File: config.mk
export PLATFORM = sky130hd
export DESIGN_NAME = tdc_ctrl
export DESIGN_NICKNAME = d
export VERILOG_FILES = /design/src/rtl/tdc_ctrl_pkg.sv /design/src/rtl/sync_2ff.sv /design/src/rtl/tdc_ctrl.sv
export SDC_FILE = /design/constraint.sdc
export NUM_CORES = 1
export LEC_CHECK = 0
export BUFFER_PORTS_ARGS = -buffer_cell sky130_fd_sc_hd__buf_2
export CAP_MARGIN = 30
export CORE_ASPECT_RATIO = 0.5
export CORE_UTILIZATION = 57
export CTS_BUF_LIST = sky130_fd_sc_hd__clkbuf_16
export CTS_CLUSTER_SIZE = 8
export DETAILED_ROUTE_END_ITERATION = 8
export GPL_TIMING_DRIVEN = 0
export PLACE_DENSITY_LB_ADDON = 0.05
export RECOVER_POWER = 100
export SLEW_MARGIN = 20
export SYNTH_ARGS = -nofsm -noshare
export SYNTH_HDL_FRONTEND = slang
export SYNTH_SLANG_ARGS = --single-unit
File: constraint.sdc
create_clock -name rxclk -period 3.7 [get_ports rxclk]
set_input_delay 0.185 -clock rxclk [delete_from_list [all_inputs] [get_ports rxclk]]
set_output_delay 0.185 -clock rxclk [all_outputs]
set_load 0.02 [all_outputs]
File: src/rtl/tdc_ctrl_pkg.sv
// Shared types and codes for the trigger-interpolation TDC sequencer.
package tdc_ctrl_pkg;

  typedef enum logic [2:0] {
    ST_IDLE   = 3'd0,
    ST_ARM    = 3'd1,
    ST_WAIT   = 3'd2,
    ST_SETTLE = 3'd3,
    ST_SAMPLE = 3'd4,
    ST_CHECK  = 3'd5,
    ST_OUT    = 3'd6
  } state_t;

  localparam logic [1:0] ERR_OK       = 2'b00;
  localparam logic [1:0] ERR_TIMEOUT  = 2'b01;
  localparam logic [1:0] ERR_UNSTABLE = 2'b10;
  localparam logic [1:0] ERR_RANGE    = 2'b11;

  function automatic int max3(input int a, input int b, input int c);
    int m;
    m = (a > b) ? a : b;
    return (m > c) ? m : c;
  endfunction

endpackage

File: src/rtl/sync_2ff.sv
// Two-flop synchronizer for a single asynchronous level.
module sync_2ff (
  input  logic clk_i,
  input  logic rst_i,
  input  logic d_i,
  output logic q_o
);

  logic meta_q;
  logic sync_q;

  always_ff @(posedge clk_i or posedge rst_i) begin
    if (rst_i) begin
      meta_q <= 1'b0;
      sync_q <= 1'b0;
    end else begin
      meta_q <= d_i;
      sync_q <= meta_q;
    end
  end

  assign q_o = sync_q;

endmodule

File: src/rtl/tdc_ctrl.sv
// TDC measurement sequencer: clear/arm, wait for trigger, settle,
// double-sample with retry, range check, and hand off the result.
module tdc_ctrl
  import tdc_ctrl_pkg::*;
#(
  parameter int CNT_W      = 32,
  parameter int CLR_CYC    = 4,
  parameter int SETTLE_CYC = 8,
  parameter int TIMEOUT    = 4096,
  parameter int MIN_CNT    = 1,
  parameter int MAX_CNT    = 1000,
  parameter int MAX_RETRY  = 3
) (
  input  logic             rxclk,
  input  logic             rst,
  input  logic             start,
  input  logic             abort,
  input  logic             cont,
  input  logic             widen_flag,
  input  logic [CNT_W-1:0] tdc_num,
  output logic             tdc_en,
  output logic             res_valid,
  input  logic             res_ready,
  output logic [CNT_W-1:0] res_data,
  output logic [1:0]       res_err,
  output logic             busy,
  output logic [15:0]      meas_cnt
);

  localparam int CYC_MAX = max3(CLR_CYC, SETTLE_CYC, TIMEOUT);
  localparam int CYC_W   = $clog2(CYC_MAX + 1);

  state_t             state_q;
  logic [CYC_W-1:0]   cyc_q;
  logic [1:0]         retry_q;
  logic [1:0]         retry_d;
  logic               ph_q;
  logic [CNT_W-1:0]   s0_q;
  logic               tdc_en_q;
  logic               res_valid_q;
  logic [CNT_W-1:0]   res_data_q;
  logic [1:0]         res_err_q;
  logic [15:0]        meas_cnt_q;
  logic               widen_s;
  logic               in_range;

  sync_2ff u_sync (
    .clk_i (rxclk),
    .rst_i (rst),
    .d_i   (widen_flag),
    .q_o   (widen_s)
  );

  assign retry_d  = retry_q + 2'd1;
  assign in_range = (s0_q >= CNT_W'(MIN_CNT))
                 && (s0_q <= CNT_W'(MAX_CNT));

  always_ff @(posedge rxclk or posedge rst) begin
    if (rst) begin
      state_q     <= ST_IDLE;
      cyc_q       <= '0;
      retry_q     <= '0;
      ph_q        <= 1'b0;
      s0_q        <= '0;
      tdc_en_q    <= 1'b0;
      res_valid_q <= 1'b0;
      res_data_q  <= '0;
      res_err_q   <= ERR_OK;
      meas_cnt_q  <= '0;
    end else if (abort) begin
      state_q     <= ST_IDLE;
      cyc_q       <= '0;
      retry_q     <= '0;
      ph_q        <= 1'b0;
      tdc_en_q    <= 1'b0;
      res_valid_q <= 1'b0;
    end else begin
      unique case (state_q)
        ST_IDLE: begin
          tdc_en_q <= 1'b0;
          cyc_q    <= '0;
          if (start) state_q <= ST_ARM;
        end
        ST_ARM: begin
          if (cyc_q == CYC_W'(CLR_CYC - 1)) begin
            state_q  <= ST_WAIT;
            cyc_q    <= '0;
            tdc_en_q <= 1'b1;
          end else begin
            cyc_q <= cyc_q + 1'b1;
          end
        end
        // A flag already high here is fresh: ARM cleared the front end.
        ST_WAIT: begin
          if (widen_s) begin
            state_q <= ST_SETTLE;
            cyc_q   <= '0;
          end else if (cyc_q == CYC_W'(TIMEOUT - 1)) begin
            state_q    <= ST_OUT;
            cyc_q      <= '0;
            tdc_en_q   <= 1'b0;
            res_data_q <= '0;
            res_err_q  <= ERR_TIMEOUT;
          end else begin
            cyc_q <= cyc_q + 1'b1;
          end
        end
        ST_SETTLE: begin
          if (cyc_q == CYC_W'(SETTLE_CYC - 1)) begin
            state_q <= ST_SAMPLE;
            cyc_q   <= '0;
            ph_q    <= 1'b0;
            retry_q <= '0;
          end else begin
            cyc_q <= cyc_q + 1'b1;
          end
        end
        ST_SAMPLE: begin
          if (!ph_q) begin
            s0_q <= tdc_num;
            ph_q <= 1'b1;
          end else begin
            ph_q <= 1'b0;
            if (tdc_num == s0_q) begin
              state_q <= ST_CHECK;
            end else if (retry_d == 2'(MAX_RETRY)) begin
              state_q    <= ST_OUT;
              retry_q    <= retry_d;
              tdc_en_q   <= 1'b0;
              res_data_q <= tdc_num;
              res_err_q  <= ERR_UNSTABLE;
            end else begin
              retry_q <= retry_d;
            end
          end
        end
        ST_CHECK: begin
          state_q    <= ST_OUT;
          tdc_en_q   <= 1'b0;
          res_data_q <= s0_q;
          res_err_q  <= in_range ? ERR_OK : ERR_RANGE;
        end
        // Valid rises one cycle after entry so data is already stable.
        ST_OUT: begin
          tdc_en_q <= 1'b0;
          if (res_valid_q && res_ready) begin
            res_valid_q <= 1'b0;
            meas_cnt_q  <= meas_cnt_q + 16'd1;
            retry_q     <= '0;
            cyc_q       <= '0;
            state_q     <= cont ? ST_ARM : ST_IDLE;
          end else begin
            res_valid_q <= 1'b1;
          end
        end
        default: begin
          state_q  <= ST_IDLE;
          tdc_en_q <= 1'b0;
        end
      endcase
    end
  end

  assign tdc_en    = tdc_en_q;
  assign res_valid = res_valid_q;
  assign res_data  = res_data_q;
  assign res_err   = res_err_q;
  assign busy      = (state_q != ST_IDLE);
  assign meas_cnt  = meas_cnt_q;

endmodule
# --- Word-level counts from Yosys, hierarchy flattened ---
# Cells that the tools add are included.
word_totals:
  register_bits: 105
  output_inout_bits: 53
classes:
  n_lt_le_gt_ge: 2
  n_bitwise: 2
  mux: 53
  addsub: 3
  n_eq_ne: 28
  reduce_logical: 17
ops:
  columns: ["op", "n"]
  rows:
  - ["two-way mux 32 bit", 5]
  - ["one-hot mux 32 bit (3 select lines)", 1]
  - ["two-way mux 13 bit", 6]
  - ["one-hot mux 13 bit (5 select lines)", 1]
  - ["equality test 32 bit", 1]
  - ["greater-or-equal comparator 32 x 1 -> 1 bit, second input constant", 1]
  - ["less-or-equal comparator 32 x 10 -> 1 bit, second input constant", 1]
  - ["two-way mux 3 bit", 10]
  - ["!= test 3 bit, second input constant", 9]
  - ["two-way mux 2 bit", 11]
  - ["one-hot mux 3 bit (7 select lines)", 1]
  - ["AND reduction 7 bit", 3]
  - ["adder 16 x 1 -> 16 bit, second input constant", 1]
  - ["two-way mux 1 bit", 14]
  - ["adder 13 x 1 -> 13 bit, second input constant", 1]
  - ["equality test 13 x 12 -> 1 bit, second input constant", 1]
  - ["equality test 13 x 2 -> 1 bit, second input constant", 1]
  - ["equality test 13 x 3 -> 1 bit, second input constant", 1]
  - ["!= test 2 bit, second input constant", 6]
  - ["one-hot mux 2 bit (3 select lines)", 2]
  - ["equality test 3 bit, second input constant", 3]
  - ["nonzero test 3 bit", 3]
  - ["equality test 3 x 2 -> 1 bit, second input constant", 2]
  - ["AND reduction 3 bit", 2]
  - ["other kinds (15)", 18]

# --- Depth between registers and ports, before layout ---
logic_depth:
  depth_word: 7
  mapped_depth: 8
  mapped_depth_nobuf: 8

# --- Cells and area by module ---
# A second synthesis with hierarchy kept.
hier_totals:
  cells_unflattened: 459
  hier_area_um2: 5477.8
modules_own_cells:
  columns: ["module", "seq_area_each_um2", "area_each_um2", "n_inst", "cells_per_inst"]
  rows:
  - ["tdc_ctrl", 2577.5, 5424.0, 1, 456]
  - ["sync_2ff", 50.0, 53.8, 1, 3]

# --- Least setup slack after synthesis ---
# Ideal clock, no wire load.
synth_path:
  path_type: "register to register"
  from: "register cyc_q[0]"
  to: "register res_data_q[10], in the netlist res_data[10]"
  synth_period_minus_slack_ns: 2.101
  path_buffers: 1
  setup_slack_ns: 1.599
  t_required_ns: 3.575
  arrival_ns: 1.975
  path_stages_with_launch: 8
  path_cell_list: "dfrtp_1 > ha_1 > nand3_2 > nor4_4 > nor4b_4 > o22ai_2 > buf_6 > mux2_4"
synth_between:
  elab_chain_cells: 3
synth_rtl:
  columns: ["element", "line", "rtl"]
  rows:
  - ["start: declaration", "tdc_ctrl.sv:34", "logic [CYC_W-1:0] cyc_q;"]
  - ["start signal: assignment", "tdc_ctrl.sv:90", "cyc_q <= cyc_q + 1'b1;"]
  - ["start signal: assignment", "tdc_ctrl.sv:105", "cyc_q <= cyc_q + 1'b1;"]
  - ["start signal: assignment", "tdc_ctrl.sv:115", "cyc_q <= cyc_q + 1'b1;"]
  - ["equality test 13 x 12 -> 1 bit", "tdc_ctrl.sv:98", "end else if (cyc_q == CYC_W'(TIMEOUT - 1)) begin"]
  - ["!= test 2 bit (no line)", null, null]
  - ["AND reduction 7 bit (no line)", null, null]
  - ["end signal: assignment", "tdc_ctrl.sv:130", "res_data_q <= tdc_num;"]
  - ["end signal: assignment", "tdc_ctrl.sv:140", "res_data_q <= s0_q;"]
  - ["end: declaration", "tdc_ctrl.sv:41", "logic [CNT_W-1:0] res_data_q;"]
# Every way passes these cells.
# A chain may end at the register's enable or synchronous reset.

# --- Worst setup path after layout ---
layout_path:
  from: "register s0_q[8]"
  to: "register res_data_q[8], in the netlist res_data[8]"
layout_between:
  elab_chain_cells: 3
  word_cells_on_any_way: 4
layout_rtl:
  columns: ["element", "line", "rtl"]
  rows:
  - ["start: declaration", "tdc_ctrl.sv:38", "logic [CNT_W-1:0] s0_q;"]
  - ["start signal: assignment", "tdc_ctrl.sv:120", "s0_q <= tdc_num;"]
  - ["equality test 32 bit", "tdc_ctrl.sv:124", "if (tdc_num == s0_q) begin"]
  - ["!= test 2 bit (no line)", null, null]
  - ["AND reduction 7 bit (no line)", null, null]
# Several ways; a longest one is shown, not always the timed one.

==> run summary <==
outcome -> finished, final reports clean
crit share post-route -> 75.5%
number of synthesized flops with an enable pin -> 0
worst setup margin -> 906 ps
leak pwr -> 2.83 nW
Power Density -> 634 nW/um2
Max Freq -> 0.358 GHz
Slew HR -> 13.5%
global-route wire length before repair -> 20000 um
detail-routed via count per cell -> 5.81
synth top area cells -> dfrtp_1 48%, mux2_4 7.9%, xnor2_1 7.5%
Detail Placement HPWL -> 8670 um
maxcap violations -> 0
root buf cell -> clkbuf_16
CTS max path bufs -> 2
largest net degree at the start of global routing -> 79
NumNets Final -> 623
DRC viols -> 0
Final Util -> 69.5%
PortBufs -> 91
Worst Tran Pin Value -> 1290 ps
H-tree depth -> 3
Layout Cells excl Fill -> 716
routed vias -> 4158
Core Rows -> 24
most common cell after layout, fill and taps aside -> dfrtp_1
sequential-to-total area share from yosys stat -> 47.6%
min Tclk post-route -> 2790 ps
PostCTS Resize Cnt -> 0
most frequent cells in the layout -> 105 x dfrtp_1, 71 x clkbuf_1, 47 x xnor2_1
Top Ports -> 92
worst-skew pair later-pin latency -> 350 ps
drt total wl -> 12200 um
type of the tightest min-delay check -> primary input to register
Syn Nets -> 518
Startpoint Class -> register
Sink Count -> 105
Core Region -> 9040 um2
max-slew violations -> 0
grt total ovfl -> 0
TritonCTS Buffers -> 9
Final setup viols -> 0
Syn Area/Cell -> 11.6 um2
Critical Path RT -> 3930 ps
Peak VDD IR -> 349 uV
Crit Path Category -> register to register
Area growth syn-to-layout -> 13.8%
Yosys warning count -> 0
unrepaired setup endpoints after global routing -> false
TritonCTS clock tree -> built
routed len/inst -> 17.1 um
post-synthesis cell count -> 476
drt first-iter violations -> 304
Total GRT Usage -> 25.9%
dpl ws -> 1260 ps
initial antenna violation count -> 0
gpl congestion -> 0.897
DP Cell Count -> 698
area leader, netlist -> dfrtp_1
Starting Density -> 61.1%
clock transition at the registers of the reported paths -> 70 ps
die height -> 71.6 um
Max Fanout on Critical Path -> 10
DR pass1 iterations -> 4
post-synth cell types -> 58
die width -> 141 um
antenna-violating nets left -> 0
Syn Std Cell Area -> 5520 um2
area share of the largest cell type after synthesis -> 47.6%
Main synth FF type -> dfrtp_1
ys async rst share -> 100%
Synth Register Bits -> 105
fraction of layout cells with a size suffix above 1 -> 16.4%
die area -> 10100 um2
final hold vios -> 0
CP Data Arrival Time -> 3030 ps
number of global-route vias before repair -> 3911
CP endpoint kind -> register
n_diodes -> 0
Fin Clk Skew -> 8.50 ps
state kept, by name (all words and copies together), names as in the netlist:
signal and flops:
ph_q 1, meas_cnt 16, tdc_en 1, u_sync.q_o 1, cyc_q 13, res_valid 1, s0_q 32, retry_q 2
res_data 32, res_err 2, state_q 3, u_sync.meta_q 1
cell type report:
cell class	count	area, um2
plain buffers	23	111
clock buffers	9	225
clock inverters	7	62.6
fillers	745	2760
inverters	12	46.3
multi-input cells	336	2610
flip-flops and latches	105	2630
well taps	130	163
repair buffers	94	437
critical path, stage by stage, from the launching register on:
cell and delay (ps):
dfrtp_1 440, xnor2_1 270, nand4_1 120, nor4_1 260, nand2_1 260, o22ai_1 720
buf_6 260, mux2_1 340
routing by layer:
metal  part of all wire [%]  track usage, %  vias to the layer above
met5                      0               0                        -
met4                    1.3            6.76                        0
met3                    5.1            5.88                       15
met2                     46            40.5                      114
met1                     48            36.7                     2063
li1                       -               -                     1966
path summary, 6_finish.rpt:
| kind | slack [ps] | from | endpoint | cells after the start |
|---|---|---|---|---|
| max in group asynchronous | 2140 | rst | res_data[16] | 4 |
| min in group asynchronous | 660 | rst | meas_cnt[3] | 3 |
| max | 910 | s0_q[8] | res_data[8] | 7 |
| max reg2reg | 910 | s0_q[8] | res_data[8] | 7 |
| min reg2reg | 360 | u_sync.meta_q | u_sync.q_o | 0 |
| min | 100 | tdc_num[21] | s0_q[21] | 2 |
cell families after synthesis:
family,Yosys count,share of synthesized area [%]
xor+xnor,50,7.93
mux,69,16.0
buf+inv,35,2.92
simple gates,125,12.9
compound gates,89,12.0
flops,105,47.6
fa+ha+maj,3,0.680
power breakdown:
| group | internal (mW) | switching [mW] | leakage [nW] |
|---|---|---|---|
| combinational | 0.595 | 0.716 | 1.29 |
| clock | 0.519 | 0.425 | 0.146 |
| sequential | 1.43 | 0.299 | 1.40 |
cell usage after synthesis (all sizes together), types with 2 or more instances:
cell and count:
xor2 3, nor2b 3, mux2 65, or3 3, nand4 16, o21ai 20, a2bb2oi 2, a21o 7
dfrtp 105, o31ai 3, and3 8, a22o 34, or4 2, nor2 20, nand2b 5, clkbuf 14
buf 9, mux2i 4, inv 12, nor3b 2, nand3 15, nand2 22, nor4b 4, a21oi 7
xnor2 47, nor4 11, a31oi 2, ha 3, nor3 8, and2 2, o22ai 3
repair_timing:
action                                 CTS  global route
setup endpoints to repair                0             0
endpoints found under the hold margin   28             0
hold buffers                             2             0
buffers inserted                         0             0
metrics by stage:
step	hold slack (ps)	cell area, um2	setup TNS (ps)	power (mW)
2_1_floorplan	216	5520	0	2.72
3_3_place_gp	303	6140	-55130	3.09
3_5_place_dp	168	6170	0	3.13
4_1_cts	101	6480	0	4.08
5_1_grt	106	6280	0	4.18
6_report	101	6280	0	3.98
(Power assumes the default switching activity.)
